--- config.mk ---
export PLATFORM = sky130hd
export DESIGN_NAME = decoder_scan_nx_flat
export DESIGN_NICKNAME = d
export VERILOG_FILES = /design/src/rtl/decoder_scan_nx_if.sv /design/src/rtl/decoder_scan_nx.sv /design/src/flat_wrapper.sv
export SDC_FILE = /design/constraint.sdc
export NUM_CORES = 1
export LEC_CHECK = 0
export CAP_MARGIN = 20
export CORE_MARGIN = 10
export CORE_UTILIZATION = 52
export DETAILED_ROUTE_END_ITERATION = 16
export GPL_TIMING_DRIVEN = 0
export MAX_ROUTING_LAYER = met4
export PLACE_DENSITY = 0.82
export SETUP_SLACK_MARGIN = 0.1
export SLEW_MARGIN = 20
export SYNTH_ARGS = -nofsm -noshare
export SYNTH_HDL_FRONTEND = slang
export SYNTH_SLANG_ARGS = --single-unit
export TNS_END_PERCENT = 50
--- constraint.sdc ---
create_clock -name CLK -period 2.32 [get_ports CLK]
set_clock_uncertainty 0.1 [all_clocks]
set_input_delay 0.464 -clock CLK [delete_from_list [all_inputs] [get_ports CLK]]
set_output_delay 0.464 -clock CLK [all_outputs]
set_load 0.01 [all_outputs]
--- src/rtl/decoder_scan_nx_if.sv ---
// Bus bundle for decoder_scan_nx: enable/mode/select inputs and the
// registered one-hot outputs. When DEC_REVERSE_EN is defined the bundle
// also carries the DIR scan-direction input.
interface decoder_scan_nx_if #(
  parameter int SEL_W = 3
);
  localparam int OUT_W = 1 << SEL_W;

  logic             E;
  logic             MODE;
  logic [SEL_W-1:0] S;
  logic [OUT_W-1:0] D;
  logic [SEL_W-1:0] IDX;
  logic             WRAP;
`ifdef DEC_REVERSE_EN
  logic             DIR;

  modport master (output E, MODE, S, DIR, input D, IDX, WRAP);
  modport slave  (input E, MODE, S, DIR, output D, IDX, WRAP);
`else
  modport master (output E, MODE, S, input D, IDX, WRAP);
  modport slave  (input E, MODE, S, output D, IDX, WRAP);
`endif
endinterface

--- src/rtl/decoder_scan_nx.sv ---
// decoder_scan_nx: registered SEL_W-to-2**SEL_W one-hot decoder with an
// auto-scan mode that walks the active line across all outputs, holding
// each line for DWELL clocks. Optional feature macro: DEC_REVERSE_EN adds a
// DIR input that lets the scan run downward.
module decoder_scan_nx #(
  parameter int SEL_W = 3,
  parameter int DWELL = 4
) (
  input logic              CLK,
  input logic              RST,
  decoder_scan_nx_if.slave bus
);
  localparam int OUT_W = 1 << SEL_W;
  localparam int CNT_W = (DWELL > 1) ? $clog2(DWELL) : 1;
  localparam logic [CNT_W-1:0] DWELL_LAST = CNT_W'(DWELL - 1);
  localparam logic [SEL_W-1:0] LAST_IDX   = SEL_W'(OUT_W - 1);
  localparam logic [SEL_W-1:0] ZERO_IDX   = {SEL_W{1'b0}};

  typedef enum logic [1:0] {
    IDLE   = 2'd0,
    DIRECT = 2'd1,
    SCAN   = 2'd2
  } state_t;

  state_t           state;
  logic [CNT_W-1:0] dwell_cnt;
  logic [SEL_W-1:0] idx;
  logic [OUT_W-1:0] d;
  logic             wrap;

  logic             scan_down;
  logic [SEL_W-1:0] step_idx;
  logic             step_wrap;
  logic [SEL_W-1:0] start_idx;

  // Single-bit one-hot expansion of a line index.
  function automatic logic [OUT_W-1:0] one_hot(input logic [SEL_W-1:0] sel);
    one_hot = {{(OUT_W-1){1'b0}}, 1'b1} << sel;
  endfunction

`ifdef DEC_REVERSE_EN
  assign scan_down = bus.DIR;
`else
  assign scan_down = 1'b0;
`endif

  assign bus.D    = d;
  assign bus.IDX  = idx;
  assign bus.WRAP = wrap;

  // Next scan position and wrap flag for the current direction.
  always_comb begin
    step_idx  = idx + SEL_W'(1);
    step_wrap = (idx == LAST_IDX);
    start_idx = ZERO_IDX;
    if (scan_down) begin
      step_idx  = idx - SEL_W'(1);
      step_wrap = (idx == ZERO_IDX);
      start_idx = LAST_IDX;
    end else begin
      step_idx  = idx + SEL_W'(1);
      step_wrap = (idx == LAST_IDX);
      start_idx = ZERO_IDX;
    end
  end

  // Mode FSM with registered outputs; enable has priority over mode.
  always_ff @(posedge CLK or posedge RST) begin
    if (RST) begin
      state     <= IDLE;
      dwell_cnt <= {CNT_W{1'b0}};
      idx       <= ZERO_IDX;
      d         <= {OUT_W{1'b0}};
      wrap      <= 1'b0;
    end else if (!bus.E) begin
      state     <= IDLE;
      dwell_cnt <= {CNT_W{1'b0}};
      idx       <= ZERO_IDX;
      d         <= {OUT_W{1'b0}};
      wrap      <= 1'b0;
    end else if (!bus.MODE) begin
      // Direct decode; any scan position is dropped.
      state     <= DIRECT;
      dwell_cnt <= {CNT_W{1'b0}};
      idx       <= bus.S;
      d         <= one_hot(bus.S);
      wrap      <= 1'b0;
    end else if (state != SCAN) begin
      // Fresh scan entry always starts at the first line of the direction.
      state     <= SCAN;
      dwell_cnt <= {CNT_W{1'b0}};
      idx       <= start_idx;
      d         <= one_hot(start_idx);
      wrap      <= 1'b0;
    end else if (dwell_cnt == DWELL_LAST) begin
      state     <= SCAN;
      dwell_cnt <= {CNT_W{1'b0}};
      idx       <= step_idx;
      d         <= one_hot(step_idx);
      wrap      <= step_wrap;
    end else begin
      state     <= SCAN;
      dwell_cnt <= dwell_cnt + CNT_W'(1);
      idx       <= idx;
      d         <= d;
      wrap      <= 1'b0;
    end
  end
endmodule

--- src/flat_wrapper.sv ---
// flat-port wrapper written by rule: the top's interface ports become plain ports
module decoder_scan_nx_flat 
#(
  parameter int SEL_W = 3,
  parameter int DWELL = 4
)
  (CLK, RST, bus_E, bus_MODE, bus_S, bus_D, bus_IDX, bus_WRAP);
  decoder_scan_nx_if #(.SEL_W(SEL_W)) bus_i ();
  input logic CLK;
  input logic RST;
  input wire logic [$bits(bus_i.E)-1:0] bus_E;
  input wire logic [$bits(bus_i.MODE)-1:0] bus_MODE;
  input wire logic [$bits(bus_i.S)-1:0] bus_S;
  output wire logic [$bits(bus_i.D)-1:0] bus_D;
  output wire logic [$bits(bus_i.IDX)-1:0] bus_IDX;
  output wire logic [$bits(bus_i.WRAP)-1:0] bus_WRAP;
  assign bus_i.E = bus_E;
  assign bus_i.MODE = bus_MODE;
  assign bus_i.S = bus_S;
  assign bus_D = bus_i.D;
  assign bus_IDX = bus_i.IDX;
  assign bus_WRAP = bus_i.WRAP;
  decoder_scan_nx #(.SEL_W(SEL_W), .DWELL(DWELL)) u_core (.CLK(CLK), .RST(RST), .bus(bus_i));
endmodule
==> results.md <==
- Status: complete, no violations
- Setup Crit Path Kind: reg -> out
- Max clock buf depth: 2
- Unrepaired setup endpoints after global routing: false
- Startpoint types: flip-flop
- Vias: around 710
- TritonCTS clock tree: built
- Cts hold-fix bufs: 0
- Synth Net Count: 102
- Register area share after synthesis: 46.65%
- Final setup fails: 0
- Final Max Slew Viols: 0
- Slew headroom: roughly three fifths
- Lkg Pwr: 0.5220 nW
- Number of port buffers: 17
- CP Data Arrival Time: 1.31 ns
- Routed vias/inst: 5.740
- MaxCap Viol Count: 0
- Total power draw: 520.6 uW
- Worst EP required: between 1.5 and 2 ns
- Post-cts resize count: 0
- Layout cells sized above 1: 9.346%
- Starting Density: 55.68%
- Gr usage total: 12.22%
- Number of antenna violations at the first check in global routing: 0
- Worst-margin pin slew: around 0.59 ns
- Synth cell types: 23
- Postcts setup bufs: 0
- Iter 0 DRT Violations: 11
- Core region area: 0.001541 mm2
- Hold Violations, Final: 0
- Min Tclk post-route: 1.869 ns
- Family with the most delay on the worst path: buffers and inverters
- Tcrit/Tclk final: 80.58%
- Finished Core Util: approximately 70%
- Nets: 124
- Buf/Inv on CP: 1
- Crit-path slowest cell: clkdlybuf4s50_1
- Row cnt: 14
- Worst path cell trace: clkdlybuf4s50_1
- # IOs: 19
- Residual DRC: 0
- Power Dens Cells: 486.1 mW/mm2
- Area leader, netlist: dfrtp_1
- CP Max Fanout: 6
- Crit-path max cell delay: 0.58 ns
- Syn. warnings: 0
- Pre-antenna DRT Iters: 5
- Die H: ~61 um
- Worst slack at placement: between 0.2 and 0.25 ns
- Cts bufs inserted: 3
- Syn avg cell area: 9.866 um2
- Sink Count: 16
- Die area: between 0.003 and 0.004 mm2
- Detailed Place HPWL: 1454 um
- Sum Neg Setup Slack: 0 ns
- Number of nets with antenna violations after routing: 0
- Layout fillers: 137
- Clock latency on the worst-skew pair: 0.29 ns
- # diodes: 0
- Syn Inst Count: 87
- Placer Congestion: 0.9376
- Max Clk Rate: 0.5349 GHz
- Final WS setup: 0.4506 ns
- Nature of the critical path endpoint: primary output
- Ranking of synthesized cells by area: dfrtp_1, ha_1, a21oi_1
- Hold Crit Class: reg -> reg
- Root Driver: clkbuf_4
- Final wirelength: 1945 um
- Cell Area, Synth: 858.3 um2
- H-tree levels: 1
- Yosys reg bits: 16
- WL per Instance: 15.81 um
- Die Span X: 60.63 um
- First-pass GRT wire length: 3284 um
- Congestion Overflow GR: 0
- Clock-pin slew of the registers on the worst-case setup and hold paths: ~0.08 ns
- Number of global-route vias before repair: about 750
- Peak VDD IR: ~0.32 mV
- Pin count of the biggest net entering global routing: 17
- Layout area overhead: 24.78%
- Share of the synthesized area in the top cell type: 46.65%
-- cell usage after synthesis --
| cell | count |
|---|---|
| a21oi_1 | 10 |
| a22o_1 | 1 |
| a32oi_1 | 4 |
| and2_2 | 1 |
| and2b_2 | 1 |
| and3_1 | 1 |
| and3b_1 | 1 |
| buf_2 | 1 |
| buf_4 | 1 |
| clkbuf_1 | 1 |
| dfrtp_1 | 16 |
| ha_1 | 8 |
| inv_1 | 8 |
| nand2_1 | 11 |
| nand4_1 | 1 |
| nand4b_4 | 1 |
| nor2_1 | 4 |
| nor2b_1 | 1 |
| nor3_1 | 4 |
| o21ai_0 | 6 |
| o22a_1 | 2 |
| o22a_2 | 2 |
| or2_0 | 1 |
-- cell families after synthesis --
kind of cell | count (synthesis) | synth area share, %
AND/OR/NAND/NOR | 27 | 17.49
AO/OA/AOI/OAI | 25 | 18.81
buffers and inverters | 11 | 5.393
flip-flops | 16 | 46.65
adder cells (fa/ha/maj) | 8 | 11.66
-- cells in the final DEF, fill, tap and decap left out, types with 2 or more instances in the layout --
cell type	instances
o22a_1	2
nand2_1	11
inv_1	8
clkdlybuf4s50_1	17
clkbuf_4	3
o22a_2	2
nor3_1	4
nor2_1	4
ha_1	8
a32oi_1	4
o21ai_0	6
dfrtp_1	16
a21oi_1	10
-- stage by stage --
step	std cells	cell area (um2)	hold WS (ns)
global route	123	1071	0.3701
detailed placement	120	1049	0.3441
CTS	123	1071	0.3559
finish	123	1071	0.3504
global placement	120	1049	0.3246
floorplan	87	858.3	0.2777
-- cell type report --
class                      instances  area, um2  share of cell area (%)
sequential                        16      400.4                   37.38
clock buffer                       3      22.52                   2.103
timing repair buffer              17      170.2                   15.89
buffer                             3      16.27                   1.519
tap                               16      20.02                   1.869
inverter                           8      30.03                   2.804
multi-input combinational         60      411.6                   38.43
-- state kept, by name, summed over array words and instances, names as in the netlist --
signal	count
u_core.bus.D	8
u_core.bus.IDX	3
u_core.bus.WRAP	1
u_core.dwell_cnt	2
u_core.state	2
-- metal layers --
| metal | track usage, % | vias up | wire [um] |
|---|---|---|---|
| met3 | 3.340 | 5 | 106 |
| met5 | - | - | 0 |
| met1 | 14.22 | 331 | 911 |
| li1 | - | 348 | - |
| met4 | 6.583 | 0 | 36 |
| met2 | 18.63 | 22 | 891 |
-- worst paths after layout --
check                      slack (ns)  cells past startpoint                 from                  end
max                              0.45                      1    u_core.bus.IDX[0]           bus_IDX[0]
min                              0.35                      1  u_core.dwell_cnt[0]  u_core.dwell_cnt[0]
max reg2reg                      0.56                      6  u_core.dwell_cnt[0]      u_core.bus.D[2]
min reg2reg                      0.35                      1  u_core.dwell_cnt[0]  u_core.dwell_cnt[0]
max in group asynchronous        1.31                      2                  RST    u_core.bus.IDX[0]
min in group asynchronous        0.43                      2                  RST  u_core.dwell_cnt[0]
-- power breakdown --
group          leakage (nW)  internal (mW)  total (mW)  switching, mW
Clock                0.0138         0.0604       0.143         0.0823
Sequential            0.217          0.289       0.297        0.00819
Combinational         0.292         0.0383      0.0810         0.0428
(Power assumes the default switching activity.)
